## config.mk

```make
export PLATFORM = sky130hd
export DESIGN_NAME = serial_add_ctrl
export DESIGN_NICKNAME = d
export VERILOG_FILES = /design/src/rtl/serial_add_ctrl.sv
export SDC_FILE = /design/constraint.sdc
export NUM_CORES = 1
export LEC_CHECK = 0
export CAP_MARGIN = 20
export CORE_AREA = 2 2 66 68
export CTS_BUF_LIST = sky130_fd_sc_hd__clkbuf_8
export DETAILED_ROUTE_END_ITERATION = 6
export DIE_AREA = 0 0 68 70
export HOLD_SLACK_MARGIN = 0.02
export PLACE_DENSITY = 0.69
export SLEW_MARGIN = 20
export SYNTH_ARGS = -nofsm -noshare
export SYNTH_HDL_FRONTEND = slang
export SYNTH_HIERARCHICAL = 1
export SYNTH_SLANG_ARGS = --single-unit
```

## constraint.sdc

```tcl
create_clock -name clk -period 2.3 [get_ports clk]
set_input_delay 0.345 -clock clk [delete_from_list [all_inputs] [get_ports clk]]
set_output_delay 0.345 -clock clk [all_outputs]
set_load 0.01 [all_outputs]
```

## src/rtl/serial_add_ctrl.sv

```systemverilog
// Bit-serial add/subtract sequencer: one full-adder cell stepped LSB-first over
// WIDTH cycles, with valid/ready handshakes on both the operand and result side.

module serial_fa_cell (
    input  logic a,
    input  logic b,
    input  logic cin,
    output logic sum,
    output logic cout
);
    assign sum  = a ^ b ^ cin;
    assign cout = (a & b) | ((a ^ b) & cin);
endmodule

module serial_add_ctrl #(
    parameter int WIDTH = 8
) (
    input  logic             clk,
    input  logic             rst,
    input  logic             in_valid,
    output logic             in_ready,
    input  logic [WIDTH-1:0] in_a,
    input  logic [WIDTH-1:0] in_b,
    input  logic             in_sub,
    output logic             out_valid,
    input  logic             out_ready,
    output logic [WIDTH-1:0] out_sum,
    output logic             out_cout,
    output logic             out_ovf,
    output logic             busy
);
    localparam int CNT_W = $clog2(WIDTH);

    typedef enum logic [1:0] {IDLE, RUN, DONE} state_t;

    state_t             state_q, state_d;
    logic [WIDTH-1:0]   a_sr, b_sr, sum_sr;
    logic               carry;
    logic [CNT_W-1:0]   cnt;
    logic               fa_sum, fa_cout;
    logic               last_bit;
    logic [WIDTH-1:0]   sum_next;

    serial_fa_cell u_fa (
        .a    (a_sr[0]),
        .b    (b_sr[0]),
        .cin  (carry),
        .sum  (fa_sum),
        .cout (fa_cout)
    );

    assign last_bit  = (state_q == RUN) && (cnt == CNT_W'(WIDTH - 1));
    assign sum_next  = {fa_sum, sum_sr[WIDTH-1:1]};
    assign in_ready  = (state_q == IDLE);
    assign out_valid = (state_q == DONE);
    assign busy      = (state_q != IDLE);

    always_ff @(posedge clk or posedge rst) begin
        if (rst) state_q <= IDLE;
        else     state_q <= state_d;
    end

    always_comb begin
        state_d = state_q;
        case (state_q)
            IDLE:    if (in_valid)  state_d = RUN;
            RUN:     if (last_bit)  state_d = DONE;
            DONE:    if (out_ready) state_d = IDLE;
            default: state_d = IDLE;
        endcase
    end

    // Subtract is folded in at load time: B is inverted and the carry seeded with 1.
    always_ff @(posedge clk or posedge rst) begin
        if (rst) begin
            a_sr     <= '0;
            b_sr     <= '0;
            sum_sr   <= '0;
            carry    <= 1'b0;
            cnt      <= '0;
            out_sum  <= '0;
            out_cout <= 1'b0;
            out_ovf  <= 1'b0;
        end else if (state_q == IDLE && in_valid) begin
            a_sr  <= in_a;
            b_sr  <= in_sub ? ~in_b : in_b;
            carry <= in_sub;
            cnt   <= '0;
        end else if (state_q == RUN) begin
            sum_sr <= sum_next;
            a_sr   <= a_sr >> 1;
            b_sr   <= b_sr >> 1;
            carry  <= fa_cout;
            cnt    <= cnt + 1'b1;
            if (last_bit) begin
                out_sum  <= sum_next;
                out_cout <= fa_cout;
                // carry into the MSB differs from carry out => signed overflow
                out_ovf  <= carry ^ fa_cout;
            end
        end
    end
endmodule
```

==> metrics.yaml <==
logic_synthesis:
  yosysTopAreaCellShare: 0.550
  synth-main-ff-cell: "dfrtp_1"
  synth-seq-area-share: 0.550
  ys_ff_latch: 39
  synthTopCellsByCount: "nand2_1 (55), dfrtp_1 (39), a22oi_1 (9), mux2_2 (9), xor2_1 (8)"
  async_flop_share: 1.00
  synth_area_sq_um: 1780
  synthCells: 163
  synth-edff-count: 0
  synth_most_common_cell: "nand2_1"
  synth_nets: 187
  synth_warnings: 6
  synth_top_cell_by_area: "dfrtp_1"
  yosysUniqueCellTypes: 22
  syn_avg_cell_area_sq_um: 10.9
  ys_top_cells_by_area: "dfrtp_1 (55%), nand2_1 (12%), mux2_2 (5.7%)"
sta:
  holdWs_ps: 471
  setup_viol: 0
  clock_skew_ps: 6.63
  max_slew.worst_pin.slew_ps: 544
  report.final.slew_viol_count: 0
  clock.fmax_mhz: 523
  slew_headroom: 0.637
  setup_tns_ps: 0
  rsz0062_at_grt: "false"
  layout_worst_path_cycle_share: 0.831
  timing_hold_violations_final: 0
  fin_crit_ps: 1910
detailed_routing:
  via_per_inst: 4.77
  drc_errors: 0
  drtIter0Drc: 63
  wl_per_cell_microns: 11.8
  drtAntennaViolNets: 0
  routed_wl_mm: 2.97
  via_count: 1198
  drtPass1Iterations: 4
run_status:
  outcome: "complete, no violations"
flow_run:
  cap_violations: 0
final_layout:
  stdcell_count: 251
  post-route-util: 0.531
  area_delta_synth_final_pct: 24.0
  drive_above_1_share: 0.116
  n_fill_cell: 362
  antenna_cells: 0
  nNetsFinal: 222
placement:
  place_inst: 243
  port_buffers: 33
  gp_congestion: 0.764
  dp_hpwl_mm: 2.14
floorplan:
  fp.dieH_microns: 70
  initial_core_util: 0.428
  die_w_microns: 68
  rows: 24
  core_area_sq_um: 4140
  die_area_sq_um: 4760
  io_pins: 34
setup_path:
  path_cells: "nand2b_1, inv_1, clkdlybuf4s50_1"
  critPathBufInv: 2
  slowest_delay_ps: 520
  start_kind: "flop"
  r2r-start: "cnt[0]"
  worstPathRequired_ps: 1960
  cpLargestDelayFamily: "buffers and inverters"
  end_kind: "output port"
  worstPathMaxFanout: 7
  worstSetupStartpoint: "state_q[0]"
  cp_slowest_cell: "clkdlybuf4s50_1"
  worstSetupPathType: "reg2out"
  cp.arrival_ps: 1570
global_route:
  grt_usage: 0.146
  overflow: 0
  grt_max_degree: 40
  grt_pass1_wl_mm: 5.26
  antenna_found_initial: 0
  grt_pass1_vias: 1220
clock_network:
  cts_hold_buf: 0
  clk_latency_ps: 290
  cts_sinks: 39
  cts.repair.resized: 0
  cts_buffers: 5
  max-clock-path-buffers: 2
  h-tree-depth: 2
  cts_setup_buffers: 0
  path_clk_slew_ps: 80
  cts_tree: "built"
  cts-root-buf: "clkbuf_8"
pwr:
  power.density_nw_per_um2: 1210
  p_leak_nw: 1.06
  power.total_mw: 2.66
  ir_drop_uv: 465
hold_path:
  hp-class: "reg2reg"
  hp-start: "sum_sr[1]"
registers in the layout, indices dropped and copies added, names as in the netlist:
| register | cells |
|---|---|
| a_sr | 8 |
| b_sr | 8 |
| carry | 1 |
| cnt | 3 |
| out_cout | 1 |
| out_ovf | 1 |
| out_sum | 8 |
| state_q | 2 |
| sum_sr | 7 |
power by group:
group / switching, mW / leakage, nW / internal (mW) / total, mW
Clock: 0.227 / 0.0453 / 0.207 / 0.434
Combinational: 0.507 / 0.511 / 0.544 / 1.05
Sequential: 0.190 / 0.499 / 0.984 / 1.17
Total: 0.924 / 1.06 / 1.74 / 2.66
per-layer routing:
layer  up-vias  global-route usage  wire length (microns)
met3         6              0.0386                    166
met5         -                   0                      0
li1        603                   -                      -
met2        34               0.245                   1440
met4         0              0.0533                     53
met1       555               0.176                   1300
final cells by class:
| cell class | count | area, sq um | share of cell area |
|---|---|---|---|
| Tap cell | 52 | 65.1 | 0.0295 |
| Timing Repair Buffer | 37 | 360 | 0.164 |
| Clock inverter | 3 | 16.3 | 0.00739 |
| Sequential cell | 39 | 976 | 0.443 |
| Multi-Input combinational cell | 112 | 704 | 0.320 |
| Clock buffer | 5 | 68.8 | 0.0313 |
| Inverter | 3 | 11.3 | 0.00511 |
cell families (layout without fill, tap and decap cells):
group	Yosys count	in the layout	share of synthesized area
compound gates	24	24	0.0853
xor+xnor	9	9	0.0444
fa+ha+maj	3	3	0.0254
buf+inv	12	48	0.0536
flops	39	39	0.550
mux	15	15	0.0909
simple gates	61	61	0.151
final timing paths:
kind                       slack [ps]         end  cells after the start
setup / recovery                  390   out_valid                      3
hold / removal                    470   sum_sr[1]                      2
setup reg to reg                  830  out_sum[5]                      4
hold reg to reg                   470   sum_sr[1]                      2
max in group asynchronous        1480  out_sum[5]                      3
min in group asynchronous         480  out_sum[0]                      3
worst register-to-register path, delay by kind of cell, from the launching register on:
kind	cells	cell delay [ps]
multiplexers	1	360
AND/OR/NAND/NOR	1	170
adder cells (fa/ha/maj)	2	430
flip-flops	1	400
cells in the final DEF (no fill, tap or decap):
cell type,count
a22oi_1,9
buf_4,4
clkbuf_8,5
clkdlybuf4s50_1,33
clkinv_2,1
clkinvlp_4,1
dfrtp_1,39
fa_1,1
ha_1,2
inv_1,4
mux2_2,9
mux2i_1,6
nand2_1,55
nand2b_1,2
nand3b_4,1
nor2_1,1
nor2b_1,1
nor3b_4,1
o21ai_0,7
o21ai_1,6
o21bai_1,1
o21bai_2,1
xnor2_1,1
xor2_1,8
per-stage QoR:
step / cell area (sq um) / setup slack (ps)
finish: 2200 / 389
global placement: 2120 / 712
global route: 2200 / 318
floorplan: 1780 / 832
CTS: 2200 / 371
detailed placement: 2120 / 669
No activity file was read; power rests on OpenSTA's default activity.
==> variant 1 (same settings) <==
Set the parameter `WIDTH` to 4 (it was 8).
--- a/src/rtl/serial_add_ctrl.sv
+++ b/src/rtl/serial_add_ctrl.sv
@@ -13,7 +13,7 @@
 endmodule
 
 module serial_add_ctrl #(
-    parameter int WIDTH = 8
+    parameter int WIDTH = 4
 ) (
     input  logic             clk,
     input  logic             rst,
Ports: changed (resized in_a, in_b and out_sum); port bits go from 34 to 22. The function was not compared with the original's and may differ.
==> variant 1 against the original RTL <==
- first-iteration DRC count down 33%
- power shrank 37%
- synthesized area down 44%
- routed wire length is 39% lower
- sequential cell count shrank 17
- sequential power down 41%
- setup slack improved by 140 ps
- non-clock buffer count down 13
- critical path depth did not move
- final area fell by 41%
==> variant 1: results (changes against the original RTL) <==
outcome:
  status: "completed"
timing:
  min_period_ps: 1770  # -142 ps
  skew_ps: 2.82  # -3.81 ps
  tightest_slew_ps: 571  # +27.1 ps
  whs_ps: 430  # -40.7 ps
logic_synthesis:
  synth_common_cells: "24 x nand2_1, 22 x dfrtp_1, 8 x nand3_1"
  ys_seq_area_frac: 0.557  # +0.00728
  synth_fp_nets: 112  # -40%
  synth_top_cells_by_area: "dfrtp_1 56%, nand2_1 9.1%, mux2_2 5.7%, nand3_1 4.1%, a22oi_1 3.0%"
  synth.distinct_cells: 21  # -4.5%
  syn_avg_cell_area_sq_um: 10.2  # -6.4%
  async_flop_share: 1.00  # unchanged
  ys_warn_count: 6  # unchanged
critical_path:
  r2r_cells: 3  # -1
  r2r_setup_slack_ps: 860  # +30 ps
  r2r-end: "cnt[0]"
  cp-endpoint: "out_valid"
  crit_arrival_ps: 1420  # -150 ps
detailed_routing:
  vias: 728  # -39%
  vias_per_cell: 4.28  # -10%
  drt_iter0_drc: 42  # -33%
  wl_per_cell_um: 10.6  # -10%
global_routing:
  track_usage: 0.0822  # -0.0637
  grt_max_degree: 23  # -43%
  grt_pass1_vias: 666  # -45%
  antenna_found_initial: 0  # unchanged
  grt_pass1_wl_mm: 3.02  # -43%
place:
  dp.cells: 167  # -31%
  dp_hpwl_mm: 1.35  # -37%
  pre_cts_slack_ps: 492  # -176 ps
  place_congestion: 0.724  # -5.3%
  port-buffer-count: 21  # -36%
  dpl_cell_area_sq_um: 1250  # -41%
min_path:
  hold_class: "in -> async"
final_layout:
  antenna_cells: 0  # unchanged
  reg_top3: "a_sr (4), b_sr (4), out_sum (4)"
  layout.nets: 135  # -39%
  drive_above_1_share: 0.0932  # -0.0224
pwr:
  leakage_nw: 0.591  # -44%
  peakVddDrop_mv: 0.263  # -44%
cts:
  htree_levels: 1  # -1
  numCtsBuffers: 3  # -2
  cts_resized: 0  # unchanged
  clock_latency_ps: 250  # -40 ps
  cts.reportedPaths.clkPinSlew_ps: 70
-- variant 1: cell count changes in the layout (fill, tap and decap cells not counted), moves of 6 or more --
cell,delta
nand2_1,-31
mux2i_1,-6
dfrtp_1,-17
o21ai_1,-6
clkdlybuf4s50_1,-12
nand3_1,+8
-- variant 1: through the flow --
| step | util | power [mW] |
|---|---|---|
| 2_1_floorplan | - | 1.19 |
| 4_1_cts | 0.313 | 1.71 |
| 3_3_place_gp | 0.303 | 1.45 |
| 6_report | 0.313 | 1.67 |
| 3_5_place_dp | 0.303 | 1.48 |
| 5_1_grt | 0.313 | 1.82 |
-- variant 1: power breakdown --
group	switching (mW)	leakage, nW	internal [mW]
registers	0.117	0.275	0.575
logic	0.372	0.295	0.384
clock network	0.109	0.0216	0.116
-- variant 1: cell type report --
type                       instances  area (sq um)
clock buffer                       3          41.3
fill                             454          2850
inverter                           3          11.3
multi-input combinational         66           394
sequential                        22           551
tap                               52          65.1
timing repair buffer              24           233
-- variant 1: worst max-delay path, cell delays in order, from the launching register on --
cell and delay, ps:
dfrtp_1 430, nand2b_1 170, inv_1 50, clkdlybuf4s50_1 520
-- variant 1: cell families (layout without fill, tap and decap cells) --
kind of cell,after synthesis,after routing,share of synthesized area
AOI/OAI and AO/OA,12,12,0.0747
xor gates and xnor gates,5,5,0.0443
adders and majority gates,2,2,0.0329
buffers and inverters,9,30,0.0443
DFF,22,22,0.557
muxes,5,5,0.0570
and+or+nand+nor,42,42,0.190
-- variant 1: metal layers --
metal / up-vias / track usage / share of wire
met1: 347 / 0.108 / 0.47
li1: 365 / - / -
met2: 14 / 0.132 / 0.49
met5: - / 0 / 0
met4: 0 / 0.0200 / 0.0033
met3: 2 / 0.0242 / 0.037
==> variant 2 (same settings) <==
Without the edit above. The 3 states of `state_t` get a one-hot encoding in 3 bits.
--- a/src/rtl/serial_add_ctrl.sv
+++ b/src/rtl/serial_add_ctrl.sv
@@ -31,7 +31,7 @@
 );
     localparam int CNT_W = $clog2(WIDTH);
 
-    typedef enum logic [1:0] {IDLE, RUN, DONE} state_t;
+    typedef enum logic [2:0] {IDLE = 3'b001, RUN = 3'b010, DONE = 3'b100} state_t;
 
     state_t             state_q, state_d;
     logic [WIDTH-1:0]   a_sr, b_sr, sum_sr;
Formal check against the unedited RTL: same outputs for any inputs over 10 cycles, from zero or initial values and one cycle with rst high; not proved beyond that.
==> variant 2 against the original RTL <==
- power shrank 9.6%
- synthesized area grew 6.2%
- fmax shrank 5.5%
- setup slack lost 110 ps
- final area grew 5.1%
- routed wire length grew 18%
- sequential cell count grew 1
- largest cell class unchanged
- largest power group unchanged
- die area is the same
==> variant 2: results (changes against the original RTL) <==
detailed_routing:
  wl_per_cell_um: 14.0  # +19%
  wirelength_mm: 3.50  # +18%
  wl_met3_um: 158  # -4.8%
  ant_nets: 0  # unchanged
  wl_met1_mm: 1.53  # +17%
  dr.max_layer_used: "met4"
  drt_iter0_drc: 63  # unchanged
  vias: 1310  # +9.3%
  first_pass_iters: 4  # unchanged
  wl_met2_mm: 1.76  # +22%
pwr:
  clkPwrFrac: 0.194  # +0.031
  comb-power_mw: 0.814  # -22%
  peakVddDrop_mv: 0.394  # -15%
  leakage_nw: 1.12  # +5.8%
  swShare: 0.338  # -0.00936
  powerClk_mw: 0.466  # +7.4%
logic_synthesis:
  async_flop_share: 1.00  # unchanged
  ys_seq_area_frac: 0.532  # -0.0182
  synth_top_cells_by_area: "dfrtp_1 52%, nand2_1 6.2%, a22o_1 5.6%, mux2_2 5.4%, xnor2_1 4.2%"
  synth.distinct_cells: 33  # +50%
  synth_common_cells: "39 x dfrtp_1, 31 x nand2_1, 12 x a22o_1"
  ys_warn_count: 6  # unchanged
global_routing:
  grt_max_degree: 41  # +2.5%
  track_usage: 0.170  # +0.0239
  grt.met3_usage: 0.0499  # +0.0113
  antenna_found_initial: 0  # unchanged
  use_met2: 0.276  # +0.0313
  use_met1: 0.214  # +0.0382
  grt_pass1_wl_mm: 6.12  # +16%
cts:
  htree_levels: 2  # unchanged
  numCtsBuffers: 5  # unchanged
  cts_max_path_buffers: 2  # unchanged
  cts.reportedPaths.clkPinSlew_ps: 70
  cts_resized: 0  # unchanged
  root_buffer: "clkbuf_8"
  clock_latency_ps: 280
flow_run:
  cap_violations: 0  # unchanged
place:
  pre_cts_slack_ps: 504  # -164 ps
  dp_hpwl_mm: 2.44  # +14%
  dpl_cell_area_sq_um: 2220  # +5.0%
  dp.cells: 241  # -0.82%
  place_congestion: 0.839  # +9.8%
timing:
  slew_headroom: 0.643  # +0.00599
  skew_ps: 1.77  # -4.86 ps
critical_path:
  cp_top_family: "buffers and inverters"
  critical_path.slowest_cell: "clkdlybuf4s50_1"
  crit_fanout: 9  # +2
  slowest_delay_ps: 590  # +70 ps
  crit_arrival_ps: 1680  # +110 ps
outcome:
  status: "completed"
final_layout:
  fillCellCount: 344  # -5.0%
  layout.nets: 220  # -0.90%
  drive_above_1_share: 0.152  # +0.0367
  reg_top3: "a_sr (8), b_sr (8), out_sum (8)"
min_path:
  hold_class: "reg -> reg"
[variant 2: changes by cell type after synthesis, sizes merged, moves of 3 or more]
cell | before | now
a21o | 0 | 8
a21oi | 0 | 9
a22o | 0 | 12
a22oi | 9 | 6
mux2i | 6 | 1
nand2 | 55 | 31
o21ai | 13 | 2
xnor2 | 1 | 9
xor2 | 8 | 1
[variant 2: kinds of logic (layout without fill, tap and decap cells)]
kind of cell / count (synthesis) / in the layout / share of synthesized area
multiplexers: 10 / 10 / 0.0591
buffers and inverters: 18 / 52 / 0.0644
XOR/XNOR: 10 / 10 / 0.0465
flip-flops: 40 / 40 / 0.532
adder cells (fa/ha/maj): 3 / 3 / 0.0239
AND/OR/NAND/NOR: 43 / 43 / 0.113
AO/OA/AOI/OAI: 39 / 39 / 0.161
[variant 2: path summary, 6_finish.rpt]
check                           start    endpoint  slack [ps]  cells past startpoint
setup / recovery           state_q[2]   out_valid         280                      2
hold / removal              sum_sr[1]   sum_sr[1]         480                      2
setup reg to reg           state_q[1]     b_sr[0]         640                      4
hold reg to reg             sum_sr[1]   sum_sr[1]         480                      2
max in group asynchronous         rst  state_q[0]        1450                      3
min in group asynchronous         rst  out_sum[1]         490                      3
[variant 2: worst min-delay path: cells and delay by family (launching register included)]
| kind | cells | cell delay [ps] |
|---|---|---|
| DFF | 1 | 340 |
| and+or+nand+nor | 2 | 110 |
[variant 2: area by class of cell]
class | count | area (sq um) | area share
repair buffers | 39 | 375 | 0.162
flip-flops and latches | 40 | 1000 | 0.433
clock buffers | 6 | 82.6 | 0.0357
multi-input cells | 105 | 762 | 0.329
clock inverters | 2 | 7.51 | 0.00324
inverters | 5 | 18.8 | 0.00811
well taps | 52 | 65.1 | 0.0281
